$ cat config.mk
export PLATFORM = sky130hd
export DESIGN_NAME = player_instr_encoder
export DESIGN_NICKNAME = d
export VERILOG_FILES = /design/src/rtl/player_instr_encoder.sv
export SDC_FILE = /design/constraint.sdc
export NUM_CORES = 1
export LEC_CHECK = 0
export BUFFER_PORTS_ARGS = -buffer_cell sky130_fd_sc_hd__buf_2
export CAP_MARGIN = 0
export CORE_MARGIN = 2
export CORE_UTILIZATION = 50
export CTS_CLUSTER_DIAMETER = 150
export DETAILED_ROUTE_END_ITERATION = 10
export PLACE_DENSITY = 0.76
export REMOVE_ABC_BUFFERS = 1
export SYNTH_ARGS = -nofsm -noshare
export SYNTH_HDL_FRONTEND = slang
export SYNTH_SLANG_ARGS = --single-unit
$ cat constraint.sdc
create_clock -name clk -period 2.4 [get_ports clk]
set_input_delay 0.12 -clock clk [delete_from_list [all_inputs] [get_ports clk]]
set_output_delay 0.12 -clock clk [all_outputs]
set_load 0.03 [all_outputs]
$ cat src/rtl/player_instr_encoder.sv
// player_instr_encoder: queues game events and turns them, or held direction buttons, into player instruction words
// Ports:
//   clk, reset        - system clock, synchronous active-high reset
//   tick_10hz         - one-cycle strobe at the player movement sample point
//   btn_up/left/down/right - debounced, level-sensitive direction buttons
//   evt_valid/evt_op/evt_arg/evt_ready - event offer port, handshake on valid && ready
//   instruction       - {opcode, operand, 4'h0}; stat words last one cycle, move words last until a tick
//   fifo_level        - number of queued events
//   drop_count        - saturating count of rejected opcodes
module player_instr_encoder #(
  parameter int FIFO_DEPTH = 4
) (
  input  logic                          clk,
  input  logic                          reset,
  input  logic                          tick_10hz,
  input  logic                          btn_up,
  input  logic                          btn_left,
  input  logic                          btn_down,
  input  logic                          btn_right,
  input  logic                          evt_valid,
  input  logic [3:0]                    evt_op,
  input  logic [7:0]                    evt_arg,
  output logic                          evt_ready,
  output logic [15:0]                   instruction,
  output logic [$clog2(FIFO_DEPTH):0]   fifo_level,
  output logic [7:0]                    drop_count
);
  localparam int AW = $clog2(FIFO_DEPTH);
  typedef enum logic [1:0] {IDLE, STAT, MOVE} state_t;
  state_t state, state_nx;
  logic [11:0] mem [FIFO_DEPTH];
  logic [AW-1:0] wr_ptr, rd_ptr;
  logic [AW:0] count_nx;
  logic op_ok, push, drop, pop, decide, any_btn, empty;
  logic [7:0] dir;
  logic [15:0] instr_nx;
  always_comb begin
    op_ok    = (evt_op >= 4'h1 && evt_op <= 4'h4) || evt_op == 4'h6;
    empty    = fifo_level == '0;
    push     = evt_valid && evt_ready && op_ok;
    drop     = evt_valid && evt_ready && !op_ok;
    // A committed move only re-evaluates on a tick; every other state decides each cycle.
    decide   = state != MOVE || tick_10hz;
    pop      = decide && !empty;
    count_nx = fifo_level + {{AW{1'b0}}, push} - {{AW{1'b0}}, pop};
    any_btn  = btn_up || btn_left || btn_down || btn_right;
    dir      = btn_up ? 8'd0 : btn_left ? 8'd1 : btn_down ? 8'd2 : 8'd3;
    state_nx = !decide ? state : !empty ? STAT : any_btn ? MOVE : IDLE;
    instr_nx = !decide ? instruction : !empty ? {mem[rd_ptr], 4'h0} :
               any_btn ? {4'h5, dir, 4'h0} : 16'h0000;
  end
  always_ff @(posedge clk) begin
    if (reset) begin
      state       <= IDLE;
      instruction <= 16'h0000;
      wr_ptr      <= '0;
      rd_ptr      <= '0;
      fifo_level  <= '0;
      drop_count  <= 8'd0;
      evt_ready   <= 1'b0;
    end else begin
      state       <= state_nx;
      instruction <= instr_nx;
      fifo_level  <= count_nx;
      evt_ready   <= count_nx != (AW+1)'(FIFO_DEPTH);
      if (push) wr_ptr <= wr_ptr + 1'b1;
      if (pop) rd_ptr <= rd_ptr + 1'b1;
      if (drop && drop_count != 8'hff) drop_count <= drop_count + 8'd1;
    end
  end
  always_ff @(posedge clk) begin
    if (push) mem[wr_ptr] <= {evt_op, evt_arg};
  end
endmodule

==> insert_results.sql <==
INSERT INTO impl_metrics (metric_group, metric, value, unit) VALUES
('clock_tree', 'cts-buffers-inserted', '9', ''),
('sta', 'worst_pin_slew', '630.3', 'ps'),
('finish', 'post_route_cells_drive_above_1_share', '0.3521', ''),
('power', 'cellPowerDensity', '1047', 'mW/mm2'),
('power', 'p_int', '0.002649', 'W'),
('synth', 'synth_enable_flop_cells', '48', ''),
('synth', 'synth_simple_gate_area_share', '0.09390', ''),
('critical_path', 'cp_top_family', 'adder cells', ''),
('clock_tree', 'cts_tree', 'yes', ''),
('sta', 'timing.clock.skew', '8.123', 'ps'),
('die', 'chipWidth', '83.98', 'um'),
('grt', 'initial_antenna_violation_count', '0', ''),
('power', 'clock_power_share', '0.225', ''),
('run_status', 'status', 'complete, no violations', ''),
('min_path', 'endpoint_of_the_worst_hold_timing_path', 'mem[2][11]', ''),
('finish', 'area_growth_syn_to_layout', '19.09', '%'),
('clock_tree', 'clockRootBuffer', 'sky130_fd_sc_hd__clkbuf_8', ''),
('power', 'power.ir.vdd_worst', '474.6', 'uV'),
('route', 'drt_iter0_markers', '129', ''),
('critical_path', 'critical_path_class', 'register to register', ''),
('power', 'comb_power_share', '0.335', ''),
('grt', 'grt_pass1_wl', '8804', 'um'),
('die', 'core.rowCount', '29', ''),
('route', 'wl_per_cell', '15.46', 'um'),
('critical_path', 'slowest_stage', 'sky130_fd_sc_hd__or3_4', ''),
('route', 'drt_first_pass_iters', '4', ''),
('synth', 'ys_types', '43', ''),
('route', 'viasPerCell', '5.421', ''),
('power', 'swShare', '0.3357', ''),
('run', 'drv_cap', '0', ''),
('placement', 'dpl_worst_slack', '40.07', 'ps'),
('clock_tree', 'clk_pin_slew', '80', 'ps'),
('synth', 'post_synth_mux_area_share', '0.09116', ''),
('clock_tree', 'cts_max_path_buffers', '2', ''),
('finish', 'instances_no_fill', '361', ''),
('power', 'power.sequential.fraction', '0.440', ''),
('grt', 'track_usage', '0.1644', ''),
('synth', 'syn-cell-area', '0.003198', 'mm2'),
('critical_path', 'worstSetupStartpointType', 'register', ''),
('placement', 'number_of_port_buffers', '43', ''),
('clock_tree', 'cts_sinks', '80', ''),
('critical_path', 'worst-r2r-cell-count', '10', ''),
('finish', 'final_nets', '307', ''),
('synth', 'flip_flop_and_latch_count_after_synthesis', '80', ''),
('critical_path', 'worst_path_largest_cell_delay', '380', 'ps'),
('route', 'route.vias.total', '1957', ''),
('synth', 'synth_fa_ha_area_frac', '0.03365', ''),
('critical_path', 'library_cell_appearing_most_often_on_the_critical_path', 'sky130_fd_sc_hd__xnor2_2', ''),
('critical_path', 'worstPathArrival', '2610', 'ps'),
('synth', 'xor_xnor_portion_of_the_synthesized_cell_area', '0.01369', ''),
('critical_path', 'cp_num_buf_inv', '1', ''),
('min_path', 'class_of_the_most_critical_hold_timing_path', 'input port to register', ''),
('synth', 'post_synth.cell_area_avg', '14.74', 'um2'),
('synth', 'netlist.area_leader.share', '0.4507', ''),
('synth', 'synthFlopType', 'sky130_fd_sc_hd__edfxtp_1', ''),
('critical_path', 'regToRegStartpoint', 'fifo_level[0]', ''),
('critical_path', 'flop_to_flop_setup_slack', '30', 'ps'),
('placement', 'placedInstanceArea', '0.003495', 'mm2'),
('die', 'core_area', '0.006277', 'mm2'),
('sta', 'hold_slack', '28.96', 'ps'),
('min_path', 'hold-path-cell-count', '1', ''),
('route', 'totalWireLength', '5580', 'um'),
('sta', 'hold_viol_final', '0', ''),
('synth', 'synth_compound_gate_area_share', '0.07903', ''),
('power', 'p_leak', '1.415', 'nW'),
('die', 'die_h', '83.98', 'um'),
('sta', 'grt_setup_unrepaired', 'true', ''),
('synth', 'post-synth-top-area-cell', 'sky130_fd_sc_hd__edfxtp_1', ''),
('sta', 'final_period_minus_worst_setup_slack', '2374', 'ps'),
('sta', 'finalSetupViolCount', '0', ''),
('power', 'overall_power_after_layout', '0.003988', 'W');
[flip-flops by register name (all words and copies together) (netlist names), named ones only]
register and cells:
evt_ready 1, mem 48, drop_count 8, fifo_level 3
rd_ptr 2, wr_ptr 2, instruction 12, state 2
[how the worst max path moves through the flow]
stage | startpoint | end | slack, ps | cells after the start
4_1_cts | fifo_level[1] | evt_ready | 30 | 10
6_report | fifo_level[0] | evt_ready | 30 | 10
5_1_grt | fifo_level[0] | evt_ready | -80 | 10
2_1_floorplan | fifo_level[1] | evt_ready | -170 | 10
3_3_place_gp | fifo_level[1] | evt_ready | 100 | 10
3_5_place_dp | fifo_level[1] | evt_ready | 40 | 10
[logic make-up (layout without fill, tap and decap cells)]
family,after synthesis,after routing
flip-flops,80,80
AND/OR/NAND/NOR,52,52
adder cells (fa/ha/maj),8,8
other,1,4
XOR/XNOR,5,5
multiplexers,14,14
AO/OA/AOI/OAI,37,37
buffers and inverters,20,84
[power groups by stage]
| stage | clock, W | combinational (W) | sequential, W |
|---|---|---|---|
| after CTS | 0.000913 | 0.00117 | 0.00175 |
| after detailed placement | 0 | 0.00115 | 0.00178 |
| after floorplan | 0 | 0.000585 | 0.00200 |
| final | 0.000898 | 0.00134 | 0.00175 |
| after global placement | 0 | 0.00114 | 0.00177 |
| after global routing | 0.000973 | 0.00146 | 0.00178 |
[metal layers]
metal,track usage,part of all wire,vias up
li1,-,-,932
met3,0.04352,0.050,9
met1,0.2065,0.42,966
met4,0.07625,0.019,0
met5,0,0,-
met2,0.2669,0.51,50
[layout make-up]
class / count / area, um2
Clock buffer: 9 / 123.9
Multi-Input combinational cell: 120 / 1056
Inverter: 8 / 30.03
Sequential cell: 80 / 2085
Timing Repair Buffer: 60 / 362.8
Tap cell: 77 / 96.34
Clock inverter: 7 / 55.05
Fill cell: 473 / 2469
[repair_timing]
item / CTS / global route
hold endpoints to repair: 32 / 0
setup buffers: 0 / 1
setup endpoints to repair: 0 / 2
gates resized for setup: 0 / 11
hold buffers: 8 / 0
[layout by cell type, fill, tap and decap left out, drive strengths merged, types with 7 or more instances in the layout]
| cell | n |
|---|---|
| a21oi | 11 |
| a22o | 8 |
| buf | 52 |
| clkbuf | 9 |
| dfxtp | 32 |
| dlygate4sd3 | 8 |
| edfxtp | 48 |
| ha | 7 |
| inv | 11 |
| mux4 | 12 |
| nand2 | 7 |
| nor2 | 14 |
| o21ai | 8 |
[metrics by stage]
stage                       util  setup TNS [ps]
final                     0.6067               0
after global routing      0.6067          -103.0
after CTS                 0.5980               0
after detailed placement  0.5567               0
after global placement    0.5567               0
after floorplan                -          -246.2
[Yosys cell counts (all sizes together), types with 2 or more instances]
library cell and number:
and2 5, or4 2, a22o 8, o21a 2, nand3 5, edfxtp 48
nand2 7, nor2b 4, dfxtp 32, or3 4, o31ai 2, xnor2 4
nor3 4, clkbuf 2, o21ai 8, nor4 3, nor2 14, ha 7
a21oi 11, inv 8, buf 10, mux4 12
Note: power is estimated with default switching activity, not from simulation.
